## config.mk

```make
export PLATFORM = sky130hd
export DESIGN_NAME = sram_port_arbiter
export DESIGN_NICKNAME = d
export VERILOG_FILES = /design/src/rtl/sram_port_arbiter.sv
export SDC_FILE = /design/constraint.sdc
export NUM_CORES = 1
export LEC_CHECK = 0
export ABC_CLOCK_PERIOD_IN_PS = 2700
export BUFFER_PORTS_ARGS = -buffer_cell sky130_fd_sc_hd__clkbuf_2
export CORE_MARGIN = 4
export CORE_UTILIZATION = 45
export DETAILED_ROUTE_END_ITERATION = 8
export PLACE_DENSITY = 0.75
export REMOVE_ABC_BUFFERS = 1
export SLEW_MARGIN = 0
export SYNTH_ARGS = -nofsm -noshare
export SYNTH_HDL_FRONTEND = slang
export SYNTH_SLANG_ARGS = --single-unit
```

## constraint.sdc

```tcl
create_clock -name clk -period 2.7 [get_ports clk]
set_input_delay 0 -clock clk [delete_from_list [all_inputs] [get_ports clk]]
set_output_delay 0 -clock clk [all_outputs]
set_load 0.02 [all_outputs]
```

## src/rtl/sram_port_arbiter.sv

```systemverilog
// sram_port_arbiter
// Lets two requester ports share one asynchronous SRAM. Requests are arbitrated
// round-robin. The winning request's fields are latched at grant. The SRAM
// strobes are sequenced through SETUP, ACCESS (WAIT_CYCLES cycles) and HOLD.
// The completion ack is a single-cycle pulse during HOLD.
// All outputs are registered. rst is asynchronous and active-high.

module sram_port_arbiter #(
  parameter int AW          = 8,
  parameter int DW          = 8,
  parameter int WAIT_CYCLES = 2   // legal range 1..15
) (
  input  logic          clk,
  input  logic          rst,

  input  logic          r0_req,
  input  logic          r0_we,
  input  logic [AW-1:0] r0_addr,
  input  logic [DW-1:0] r0_wdata,
  output logic          r0_ack,
  output logic [DW-1:0] r0_rdata,

  input  logic          r1_req,
  input  logic          r1_we,
  input  logic [AW-1:0] r1_addr,
  input  logic [DW-1:0] r1_wdata,
  output logic          r1_ack,
  output logic [DW-1:0] r1_rdata,

  output logic [AW-1:0] sram_addr,
  output logic [DW-1:0] sram_dout,
  input  logic [DW-1:0] sram_din,
  output logic          sram_de,
  output logic          sram_ncs,
  output logic          sram_noe,
  output logic          sram_nwe,
  output logic          busy
);

  typedef enum logic [1:0] {
    IDLE   = 2'd0,
    SETUP  = 2'd1,
    ACCESS = 2'd2,
    HOLD   = 2'd3
  } state_t;

  // The ACCESS counter runs from WAIT_CYCLES-1 down to 0.
  // The strobe phase therefore lasts exactly WAIT_CYCLES cycles.
  localparam logic [3:0] WAIT_LOAD = 4'(WAIT_CYCLES - 1);

  state_t      state;
  logic        last_grant;   // port that won the most recent grant
  logic        cur_port;     // port owning the transaction in flight
  logic        we_reg;       // latched direction of the transaction in flight
  logic [3:0]  wait_cnt;

  logic        grant_valid;
  logic        grant_port;
  logic        grant_we;
  logic [AW-1:0] grant_addr;
  logic [DW-1:0] grant_wdata;

  // Round-robin choice: a lone requester wins; on a tie the port that did not win last time wins
  always_comb begin
    grant_valid = r0_req | r1_req;
    grant_port  = 1'b0;
    if (r0_req && r1_req) begin
      grant_port = ~last_grant;
    end else if (r1_req) begin
      grant_port = 1'b1;
    end
    grant_we    = grant_port ? r1_we    : r0_we;
    grant_addr  = grant_port ? r1_addr  : r0_addr;
    grant_wdata = grant_port ? r1_wdata : r0_wdata;
  end

  // Transaction FSM with registered SRAM strobes, acks and read data
  always_ff @(posedge clk or posedge rst) begin
    if (rst) begin
      state      <= IDLE;
      last_grant <= 1'b1;
      cur_port   <= 1'b0;
      we_reg     <= 1'b0;
      wait_cnt   <= '0;
      sram_addr  <= '0;
      sram_dout  <= '0;
      sram_de    <= 1'b0;
      sram_ncs   <= 1'b1;
      sram_noe   <= 1'b1;
      sram_nwe   <= 1'b1;
      busy       <= 1'b0;
      r0_ack     <= 1'b0;
      r1_ack     <= 1'b0;
      r0_rdata   <= '0;
      r1_rdata   <= '0;
    end else begin
      // Acks are one-cycle pulses unless re-armed below.
      r0_ack <= 1'b0;
      r1_ack <= 1'b0;

      case (state)
        IDLE: begin
          if (grant_valid) begin
            state      <= SETUP;
            busy       <= 1'b1;
            cur_port   <= grant_port;
            last_grant <= grant_port;
            we_reg     <= grant_we;
            sram_addr  <= grant_addr;
            sram_dout  <= grant_wdata;
            // Chip select and pad drive come up one cycle ahead of the strobe.
            sram_ncs   <= 1'b0;
            sram_de    <= grant_we;
          end
        end

        SETUP: begin
          state    <= ACCESS;
          wait_cnt <= WAIT_LOAD;
          if (we_reg) begin
            sram_nwe <= 1'b0;
          end else begin
            sram_noe <= 1'b0;
          end
        end

        ACCESS: begin
          if (wait_cnt == 4'd0) begin
            state    <= HOLD;
            sram_noe <= 1'b1;
            sram_nwe <= 1'b1;
            // Read data is sampled on the edge that closes the strobe window.
            if (!we_reg) begin
              if (cur_port) begin
                r1_rdata <= sram_din;
              end else begin
                r0_rdata <= sram_din;
              end
            end
            if (cur_port) begin
              r1_ack <= 1'b1;
            end else begin
              r0_ack <= 1'b1;
            end
          end else begin
            wait_cnt <= wait_cnt - 4'd1;
          end
        end

        HOLD: begin
          // Chip select and data drive were kept through HOLD for write data hold time.
          state    <= IDLE;
          sram_ncs <= 1'b1;
          sram_de  <= 1'b0;
          busy     <= 1'b0;
        end

        default: begin
          state <= IDLE;
        end
      endcase
    end
  end

endmodule
```

==> impl_metrics.env, run 1 <==
export IMPL_drtIter0Drc=66
export IMPL_outcome="finished, final reports clean"
export IMPL_synth_top_family_by_area="multiplexers"
export IMPL_worst_ep_required_time_ps=2840
export IMPL_placed_cell_area_sq_mm=0.002671
export IMPL_grt_antenna_before_repair=0
export IMPL_clkTransAtPathRegs_ps=90
export IMPL_synth_ff_latch_count=48
export IMPL_p_switching_w=0.001379
export IMPL_worstHoldPathType="input port to register"
export IMPL_yosysUniqueCellTypes=33
export IMPL_global_route_overflow_total=0
export IMPL_synthesis_area_per_instance_sq_um=11.83
export IMPL_max_clock_path_buffers=2
export IMPL_critPathArrivalTime_ps=2260
export IMPL_power_w=0.003325
export IMPL_post_synth_top_area_fraction_pct=50.03
export IMPL_synth_flop_cell="sky130_fd_sc_hd__dfrtp_1"
export IMPL_final_min_period_over_clock_period_pct=78.62
export IMPL_rsz0062_at_grt="false"
export IMPL_route_final_wire_length_um=4817
export IMPL_post_cts_resized=0
export IMPL_synth_adder_area_share_pct=3.980
export IMPL_netlist_top_cells_area="sky130_fd_sc_hd__dfrtp_1, sky130_fd_sc_hd__mux2i_1, sky130_fd_sc_hd__mux2_2"
export IMPL_nNetsFinal=348
export IMPL_grt_max_degree=49
export IMPL_timing_max_cap_violations=0
export IMPL_floorplan_die_width_um=77.94
export IMPL_ir_drop_v=0.0004962
export IMPL_drv_slew=0
export IMPL_relSlewSlack_pct=27.13
export IMPL_synthDominantAreaCellType="sky130_fd_sc_hd__dfrtp_1"
export IMPL_placeable_core_region_sq_mm=0.004723
export IMPL_starting_density_of_the_core_pct=46.60
export IMPL_sequentialPowerShare_pct=39.3
export IMPL_hold_viol=0
export IMPL_synth_seq_area_share_pct=54.80
export IMPL_crit_path_start_kind="register"
export IMPL_timing_final_crit_period_ps=2123
export IMPL_mappedNetlistArea_sq_mm=0.002201
export IMPL_vias_per_cell=4.884
export IMPL_grt_first_pass_wirelength_um=8273
export IMPL_totalNegativeSetupSlack_ps=0
export IMPL_setup_slack_ps=577.3
export IMPL_filler_cell_count=380
export IMPL_ordered_list_of_cells_on_the_worst_path="a21bo_2 -> mux2i_1 -> dlygate4sd3_1 -> o21ai_0"
export IMPL_synth_edff_count=0
export IMPL_timing_worst_slew_pin_value_ps=1093
export IMPL_setup_worst_path_end_class="register"
export IMPL_synthMostInstantiatedCell="sky130_fd_sc_hd__dfrtp_1"
export IMPL_diodes=0
export IMPL_worstPathBufferInverterCount=1
export IMPL_wl_per_cell_um=13.27
export IMPL_overall_track_demand_over_capacity_in_global_routing_pct=17.17
export IMPL_max_stage_delay_ps=570
export IMPL_post_synth_inst_count=186
export IMPL_part_of_the_power_in_combinational_logic_pct=47.3
export IMPL_power_density_over_the_cells_mw_per_mm2=1106
export IMPL_total_leakage_power_nw=1.585
export IMPL_fp_dieH_um=77.94
export IMPL_multiInputGateArea_sq_um=923.4
export IMPL_netlist_top_cells_count="sky130_fd_sc_hd__dfrtp_1, sky130_fd_sc_hd__o21ai_0, sky130_fd_sc_hd__mux2i_1"
export IMPL_timing_critical_path_max_delay_family="compound AO/OA/AOI/OAI gates"
export IMPL_clock_power_share_pct=13.4
export IMPL_clock_tree_root_cell="sky130_fd_sc_hd__clkbuf_8"
export IMPL_design_area_sq_mm=0.003008
export IMPL_preCtsSetupSlack_ps=751.9
export IMPL_switching_power_share_of_the_total_pct=41.46
export IMPL_cts_made_buffers=5
export IMPL_hold_slack_ps=1.147
export IMPL_area_overhead_vs_synth_pct=36.67
export IMPL_detailedPlacementHpwl_um=3381
export IMPL_drc=0
export IMPL_route_vias_total=1773
export IMPL_synth_warnings=0
export IMPL_numPortBuffers=84
export IMPL_critical_path_max_fanout=18
export IMPL_finalClockSkew_ps=7.897
export IMPL_post_route_cells_drive_above_1_share_pct=40.54
export IMPL_design_die_area_sq_mm=0.006074
export IMPL_muxShareOfSynthArea_pct=19.04
export IMPL_clock_latency_ps=300
export IMPL_detail_route_antenna_nets=0
export IMPL_place_congestion=0.8839
export IMPL_grt_pass1_vias=1828
export IMPL_synthArstFlopShare_pct=100.0
export IMPL_tritoncts_num_sinks=48
export IMPL_yosys_area_share_simple_pct=8.698
export IMPL_synth_xor_area_share_pct=0
export IMPL_timing_worst_setup_path_type="register to register"
export IMPL_pin_count=85
export IMPL_seqCellArea_sq_mm=0.001206
export IMPL_synth_compound_area_share_pct=10.06
export IMPL_crit_path_max_delay_cell_type="sky130_fd_sc_hd__dlygate4sd3_1"
export IMPL_core_rowCount=25
export IMPL_cts_htree_levels=2
export IMPL_fmax_ghz=0.4711
export IMPL_power_report_internal_total_w=0.001946
export IMPL_drt_pass1_iterations=4
export IMPL_setup_violations_final=0
export IMPL_tritoncts="built"
## repair_timing
action / in CTS / in global routing
buffers inserted: 0 / 0
endpoints found under the hold margin: 68 / 0
hold buffers: 24 / 0
## routing by layer
metal  up-vias  wire [um]  global-route usage, %
met5         -          0                      0
met4         0         70                  6.294
met3         7        274                  3.944
met2        58       2457                  29.02
met1       842       2014                  21.41
li1        866          -                      -
## worst paths after layout
check,endpoint,depth (start not counted),slack (ps),from
max reg2reg,sram_addr[5],4,580,last_grant
max,sram_addr[5],4,580,last_grant
min reg2reg,sram_dout[3],2,480,sram_dout[3]
max in group asynchronous,wait_cnt[1],3,1660,rst
min,sram_dout[4],3,1,r1_wdata[4]
min in group asynchronous,r0_rdata[7],3,440,rst
## layout by cell type, fill, tap and decap left out, drive strengths merged, types with 2 or more instances in the layout
cell type	instances
a21oi	5
clkbuf	90
dfrtp	44
dfstp	4
dlygate4sd3	24
ha	7
inv	9
mux2	17
mux2i	22
nand2	22
nand3	2
nor2	5
nor2b	2
o21ai	26
## logic make-up after synthesis
group           count (synthesis)
flops                          48
compound gates                 39
mux                            39
simple gates                   38
buf+inv                        15
fa+ha+maj                       7
## stage by stage
step | cells | util (%)
2_1_floorplan | 179 | -
6_report | 363 | 63.68
5_1_grt | 363 | 63.68
3_5_place_dp | 331 | 56.56
3_3_place_gp | 331 | 56.56
4_1_cts | 363 | 63.68
## layout make-up
class                           instances  area share, %
Clock buffer                            6          2.745
Sequential cell                        48          40.10
Multi-Input combinational cell        123          30.70
Inverter                                8         0.9983
Tap cell                               67          2.787
Clock inverter                          2         0.4576
Timing Repair Buffer                  109          22.21
## worst reg2reg max path: stages (launching register included)
cell and delay (ps):
sky130_fd_sc_hd__dfstp_2 550, sky130_fd_sc_hd__a21bo_2 510, sky130_fd_sc_hd__mux2i_1 260, sky130_fd_sc_hd__dlygate4sd3_1 570
sky130_fd_sc_hd__o21ai_0 70
## power by group through the flow
stage / Combinational, W / Sequential, W / Clock [W]
after floorplan: 0.000711 / 0.00163 / 0
after global placement: 0.00150 / 0.00131 / 0
after detailed placement: 0.00155 / 0.00132 / 0
after CTS: 0.00159 / 0.00131 / 0.000462
after global routing: 0.00173 / 0.00135 / 0.000494
final: 0.00157 / 0.00131 / 0.000446
(Power assumes the default switching activity.)
==> inputs of run 2 (changes only) <==
Settings changed: ABC_AREA from default to 1, ABC_CLOCK_PERIOD_IN_PS 2700 to 1700, CORE_UTILIZATION 45 to 44.
Clock period 2.7 ns to 1.7 ns, I/O delays scaled along.
==> impl_metrics.env, run 2 <==
export IMPL_vias_per_cell=4.581
export IMPL_ordered_list_of_cells_on_the_worst_path="inv_1 -> ha_2 -> inv_2 -> nand2_1 -> inv_1 -> a21oi_1 -> o21ai_0"
export IMPL_floorplan_die_width_um=80.55
export IMPL_numPortBuffers=84
export IMPL_r2r_end="wait_cnt[3]"
export IMPL_synthesis_area_per_instance_sq_um=8.773
export IMPL_max_clock_path_buffers=2
export IMPL_grt_antenna_before_repair=0
export IMPL_muxShareOfSynthArea_pct=0
export IMPL_layout_cells_most_common="sky130_fd_sc_hd__nand2_1"
export IMPL_synth_ff_latch_count=48
export IMPL_r2r_start="state[0]"
export IMPL_netlist_top_cells_area="sky130_fd_sc_hd__dfrtp_1, sky130_fd_sc_hd__nand2_1, sky130_fd_sc_hd__inv_1"
export IMPL_synth_warnings=0
export IMPL_groute_layer_met3_usage_pct=6.166
export IMPL_max_stage_delay_ps=420
export IMPL_timing_worst_slew_pin_value_ps=514.6
export IMPL_synthArstFlopShare_pct=100.0
export IMPL_synth_top_family_by_area="simple AND/OR/NAND/NOR gates"
export IMPL_cts_htree_levels=2
export IMPL_finalClockSkew_ps=10.03
export IMPL_post_synth_inst_count=264
export IMPL_grt_max_degree=35
export IMPL_pin_count=85
export IMPL_regToRegSetupSlack_ps=190
export IMPL_use_met1_pct=20.37
export IMPL_route_final_wire_length_um=5313
export IMPL_netlist_top_cells_count="sky130_fd_sc_hd__nand2_1, sky130_fd_sc_hd__dfrtp_1, sky130_fd_sc_hd__inv_1"
export IMPL_yosys_area_share_simple_pct=20.21
export IMPL_synth_seq_area_share_pct=52.08
export IMPL_drc=0
export IMPL_starting_density_of_the_core_pct=45.35
export IMPL_timing_worst_setup_path_type="register to register"
export IMPL_clkTransAtPathRegs_ps=90
export IMPL_min_to="sram_addr[4]"
export IMPL_crit_path_start_kind="register"
export IMPL_detailedPlacementHpwl_um=3611
export IMPL_place_congestion=0.7480
export IMPL_timing_max_cap_violations=0
export IMPL_total_leakage_power_nw=1.795
export IMPL_synth_compound_area_share_pct=14.53
export IMPL_outcome="finished, final reports clean"
export IMPL_synthMostInstantiatedCell="sky130_fd_sc_hd__nand2_1"
export IMPL_hold_viol=0
export IMPL_final_min_period_over_clock_period_pct=88.83
export IMPL_worst_hold_path_stage_count=5
export IMPL_crit_path_max_delay_cell_type="sky130_fd_sc_hd__dfrtp_1"
export IMPL_worstHoldPathType="input port to register"
export IMPL_final_util_pct=62.54
export IMPL_synth_edff_count=0
export IMPL_mappedNetlistArea_sq_mm=0.002316
export IMPL_rsz0062_at_grt="false"
export IMPL_cts_made_buffers=5
export IMPL_grt_pass1_vias=1959
export IMPL_post_synth_top_area_fraction_pct=47.54
export IMPL_final_cell_mix="sky130_fd_sc_hd__nand2_1, sky130_fd_sc_hd__clkbuf_2, sky130_fd_sc_hd__dfrtp_1"
export IMPL_synthDominantAreaCellType="sky130_fd_sc_hd__dfrtp_1"
export IMPL_ir_drop_v=0.0008295
export IMPL_design_die_area_sq_mm=0.006488
export IMPL_post_route_cells_drive_above_1_share_pct=35.09
export IMPL_drtIter0Drc=57
export IMPL_critical_path_max_fanout=5
export IMPL_area_overhead_vs_synth_pct=37.93
export IMPL_synth_flop_cell="sky130_fd_sc_hd__dfrtp_1"
export IMPL_filler_cell_count=450
export IMPL_tritoncts_num_sinks=48
export IMPL_clock_tree_root_cell="sky130_fd_sc_hd__clkbuf_8"
export IMPL_placed_cell_area_sq_mm=0.002820
export IMPL_setup_worst_path_end_class="register"
export IMPL_yosysUniqueCellTypes=24
export IMPL_grt_busiest_layer="met2"
export IMPL_synth_xor_area_share_pct=0.3782
export IMPL_synth_adder_area_share_pct=3.782
export IMPL_tritoncts="built"
export IMPL_detail_route_antenna_nets=0
export IMPL_ff2ff_path_depth=7
export IMPL_design_area_sq_mm=0.003194
export IMPL_groute_layer_met2_usage_pct=29.55
export IMPL_critPathArrivalTime_ps=1680
export IMPL_core_rowCount=26
export IMPL_critPathMostFrequentCell="sky130_fd_sc_hd__inv_1"
export IMPL_drv_slew=0
export IMPL_placeable_core_region_sq_mm=0.005107
export IMPL_diodes=0
export IMPL_overall_track_demand_over_capacity_in_global_routing_pct=17.38
export IMPL_nNetsFinal=431
export IMPL_fmax_ghz=0.6622
export IMPL_fp_dieH_um=80.55
export IMPL_grt_first_pass_wirelength_um=8680
export IMPL_worst_ep_required_time_ps=1870
export IMPL_setup_violations_final=0
export IMPL_clock_latency_ps=300
export IMPL_timing_final_crit_period_ps=1510
export IMPL_drt_pass1_iterations=4
export IMPL_route_vias_total=2057
export IMPL_holdCritStartpoint="r0_addr[4]"
export IMPL_global_route_overflow_total=0
export IMPL_wl_per_cell_um=11.83
export IMPL_relSlewSlack_pct=65.64
export IMPL_power_density_over_the_cells_mw_per_mm2=1729
[run 2: cell types whose count changed in the layout (fill, tap and decap cells not counted), moves of 3 or more]
cell,previous run,this run
sky130_fd_sc_hd__mux2i_1,22,0
sky130_fd_sc_hd__o21ai_2,1,17
sky130_fd_sc_hd__o211ai_1,0,17
sky130_fd_sc_hd__mux2_2,15,0
sky130_fd_sc_hd__nand3_1,2,5
sky130_fd_sc_hd__nand2_2,1,5
sky130_fd_sc_hd__a21oi_1,5,1
sky130_fd_sc_hd__inv_1,7,37
sky130_fd_sc_hd__o21ai_0,25,9
sky130_fd_sc_hd__nand2_1,21,92
[run 2: final cells by class]
class / count / area (sq um) / area share [%]
Multi-Input combinational cell: 167 / 907.1 / 28.40
Timing Repair Buffer: 115 / 744.5 / 23.31
Inverter: 40 / 153.9 / 4.818
Clock inverter: 3 / 18.77 / 0.5875
Clock buffer: 5 / 68.82 / 2.154
Tap cell: 70 / 87.58 / 2.742
Sequential cell: 48 / 1206 / 37.76
Timing Repair inverter: 1 / 7.507 / 0.2350
[run 2: report_power, final]
group,internal [W],switching [W]
combinational,0.00102,0.00177
clock,0.000287,0.000375
sequential,0.00172,0.000347
total,0.00303,0.00249
[run 2: worst max path at each step]
stage | start | to | slack (ps) | depth (start not counted)
floorplan | state[0] | sram_addr[0] | -280 | 6
global route | state[0] | r1_rdata[7] | 40 | 7
finish | state[0] | wait_cnt[3] | 190 | 7
CTS | state[0] | sram_ncs | 110 | 6
global placement | state[0] | sram_dout[4] | 160 | 6
detailed placement | state[0] | sram_addr[2] | 120 | 6
[run 2: stage by stage]
step / instances / hold WS (ps) / power, W / setup TNS [ps] / setup WS [ps]
after global placement: 413 / 53.59 / 0.004687 / 0 / 161.3
after CTS: 446 / 3.870 / 0.005512 / 0 / 113.0
after detailed placement: 413 / 56.68 / 0.004777 / 0 / 117.0
final: 449 / 14.68 / 0.005522 / 0 / 189.9
after global routing: 449 / 21.96 / 0.006015 / 0 / 35.14
after floorplan: 255 / 164.0 / 0.003871 / -5763 / -281.2
[run 2: timing repair]
action | in CTS | in global routing
hold endpoints to repair | 54 | 0
setup buffers | 0 | 2
resized for setup | 0 | 5
hold buffers | 25 | 0
endpoints found under the setup margin | 0 | 31
[run 2: per-layer routing]
layer	share of wire, %	vias to the layer above
met5	0	-
met4	1.5	0
met3	9.2	7
met2	48	79
met1	42	922
li1	-	1049
[run 2: cell families (layout without fill, tap and decap cells)]
kind of cell	Yosys count	after routing
fa+ha+maj	7	7
flops	48	48
buf+inv	49	164
compound gates	46	46
simple gates	113	113
xor+xnor	1	1
[run 2: worst max-delay path, delay by kind of cell, from the launching register on]
kind            cells  cell delay [ps]
flops               1              420
compound gates      2              400
buf+inv             3              240
fa+ha+maj           1              230
simple gates        1               90
==> inputs of run 3 (changes only) <==
Settings changed: ABC_CLOCK_PERIOD_IN_PS 1700 to 1690, CORE_UTILIZATION 44 to 45, PLACE_DENSITY 0.75 to 0.81.
Clock period 1.7 ns to 1.69 ns, I/O delays scaled along.
==> impl_metrics.env, run 3 (synthesized netlist as in run 2, its figures left out) <==
export IMPL_fp_dieH_um=79.74
export IMPL_r2r_start="state[0]"
export IMPL_pin_count=85
export IMPL_layout_cells_most_common="sky130_fd_sc_hd__nand2_1"
export IMPL_final_min_period_over_clock_period_pct=89.96
export IMPL_preCtsSetupSlack_ps=137.8
export IMPL_drtIter0Drc=113
export IMPL_numPortBuffers=84
export IMPL_design_die_area_sq_mm=0.006358
export IMPL_floorplan_die_width_um=79.74
export IMPL_placeable_core_region_sq_mm=0.004848
export IMPL_starting_density_of_the_core_pct=47.77
export IMPL_hold_viol=0
export IMPL_timing_final_crit_period_ps=1520
export IMPL_ir_drop_v=0.0006848
export IMPL_filler_cell_count=388
export IMPL_seqCellArea_sq_mm=0.001206
export IMPL_setup_worst_path_end_class="register"
export IMPL_setup_worst_path_end="sram_dout[7]"
export IMPL_final_util_pct=65.29
export IMPL_worstHoldPathType="input port to register"
export IMPL_clock_latency_ps=300
export IMPL_r2r_end="sram_dout[7]"
export IMPL_setup_slack_ps=169.7
export IMPL_power_report_internal_total_w=0.003051
export IMPL_drv_slew=0
export IMPL_nNetsFinal=428
export IMPL_grt_pass1_vias=2094
export IMPL_vias_per_cell=4.666
export IMPL_sequentialPowerShare_pct=37.7
export IMPL_critPathArrivalTime_ps=1710
export IMPL_route_final_wire_length_um=5368
export IMPL_area_overhead_vs_synth_pct=36.68
export IMPL_core_rowCount=25
export IMPL_grt_max_degree=49
export IMPL_grt_antenna_before_repair=0
export IMPL_place_congestion=0.7457
export IMPL_cts_htree_levels=2
export IMPL_route_vias_total=2067
export IMPL_tritoncts="built"
export IMPL_post_route_cells_drive_above_1_share_pct=34.04
export IMPL_overall_track_demand_over_capacity_in_global_routing_pct=18.92
export IMPL_total_leakage_power_nw=1.794
export IMPL_multiInputGateArea_sq_um=903.4
export IMPL_critical_path_max_fanout=19
export IMPL_regToRegSetupSlack_ps=170
export IMPL_totalNegativeSetupSlack_ps=0
export IMPL_clock_power_share_pct=12.7
export IMPL_timing_worst_setup_path_type="register to register"
export IMPL_final_cell_mix="sky130_fd_sc_hd__nand2_1, sky130_fd_sc_hd__clkbuf_2, sky130_fd_sc_hd__dfrtp_1"
export IMPL_hold_slack_ps=12.99
export IMPL_clock_tree_root_cell="sky130_fd_sc_hd__clkbuf_8"
export IMPL_timing_max_cap_violations=0
export IMPL_drt_pass1_iterations=4
export IMPL_drc=0
export IMPL_worst_ep_required_time_ps=1880
export IMPL_cts_made_buffers=5
export IMPL_switching_power_share_of_the_total_pct=44.80
export IMPL_detailedPlacementHpwl_um=3540
export IMPL_tritoncts_num_sinks=48
export IMPL_wl_per_cell_um=12.12
export IMPL_fmax_ghz=0.6578
export IMPL_setup_violations_final=0
export IMPL_timing_worst_slew_pin_value_ps=283.7
export IMPL_finalClockSkew_ps=5.514
export IMPL_outcome="finished, final reports clean"
export IMPL_rsz0062_at_grt="false"
export IMPL_part_of_the_power_in_combinational_logic_pct=49.6
export IMPL_postCtsSetupRepairBufs=0
export IMPL_grt_first_pass_wirelength_um=9439
export IMPL_ff2ff_path_depth=7
export IMPL_diodes=0
export IMPL_max_clock_path_buffers=2
export IMPL_critPathLaunch="state[0]"
export IMPL_p_switching_w=0.002476
export IMPL_crit_path_start_kind="register"
export IMPL_relSlewSlack_pct=81.09
export IMPL_power_density_over_the_cells_mw_per_mm2=1746
export IMPL_detail_route_antenna_nets=0
export IMPL_global_route_overflow_total=0
export IMPL_clkTransAtPathRegs_ps=90
==> run 3: critical path: stages (launching register included) <==
cell and delay [ps]:
sky130_fd_sc_hd__dfrtp_1 410, sky130_fd_sc_hd__inv_1 100, sky130_fd_sc_hd__ha_1 260, sky130_fd_sc_hd__o21ai_1 150, sky130_fd_sc_hd__inv_1 90, sky130_fd_sc_hd__buf_4 210
sky130_fd_sc_hd__o211ai_1 110, sky130_fd_sc_hd__nand2_1 80
==> run 3: final cells by class <==
| type | instances | share of cell area (%) |
|---|---|---|
| tap | 67 | 2.648 |
| timing repair buffer | 113 | 23.04 |
| multi-input combinational | 167 | 28.54 |
| sequential | 48 | 38.10 |
| inverter | 40 | 4.743 |
| clock buffer | 6 | 2.609 |
| clock inverter | 2 | 0.3162 |
==> run 3: metal layers <==
layer,share of wire (%),GRT usage (%),vias to the layer above,routed length [um]
met5,0,0,-,0
met4,0.50,6.419,0,27
met3,8.9,4.966,2,476
met2,50,31.55,92,2673
met1,41,23.77,928,2191
li1,-,-,1045,-
==> run 3: stage by stage <==
step                area (sq um)  instances  total power, W
floorplan                   2257        255        0.003894
detailed placement          2816        410        0.004793
finish                      3166        443        0.005527
global route                3166        443        0.006017
CTS                         3159        443        0.005560
global placement            2816        410        0.004712
==> run 3: worst min-delay path by stage <==
| stage | end | slack, ps | depth (start not counted) | from |
|---|---|---|---|---|
| after global placement | r1_rdata[1] | 40 | 3 | rst |
| after detailed placement | r1_rdata[1] | 50 | 3 | rst |
| after floorplan | sram_addr[0] | 160 | 2 | r1_addr[0] |
| final | sram_dout[2] | 10 | 5 | r0_wdata[2] |
| after CTS | sram_dout[2] | 4 | 5 | r0_wdata[2] |
| after global routing | sram_addr[6] | 30 | 5 | r0_addr[6] |
==> run 3: timing repair <==
action                                  CTS  global route
endpoints found under the setup margin    0            15
gates resized for setup                   0             2
endpoints found under the hold margin    80             0
hold buffers                             25             0
==> run 3: power groups by stage <==
stage	clock [W]	sequential [W]	combinational (W)
6_report	0.000702	0.00208	0.00274
5_1_grt	0.000778	0.00217	0.00307
4_1_cts	0.000729	0.00208	0.00275
3_5_place_dp	0	0.00208	0.00271
3_3_place_gp	0	0.00208	0.00263
2_1_floorplan	0	0.00260	0.00129
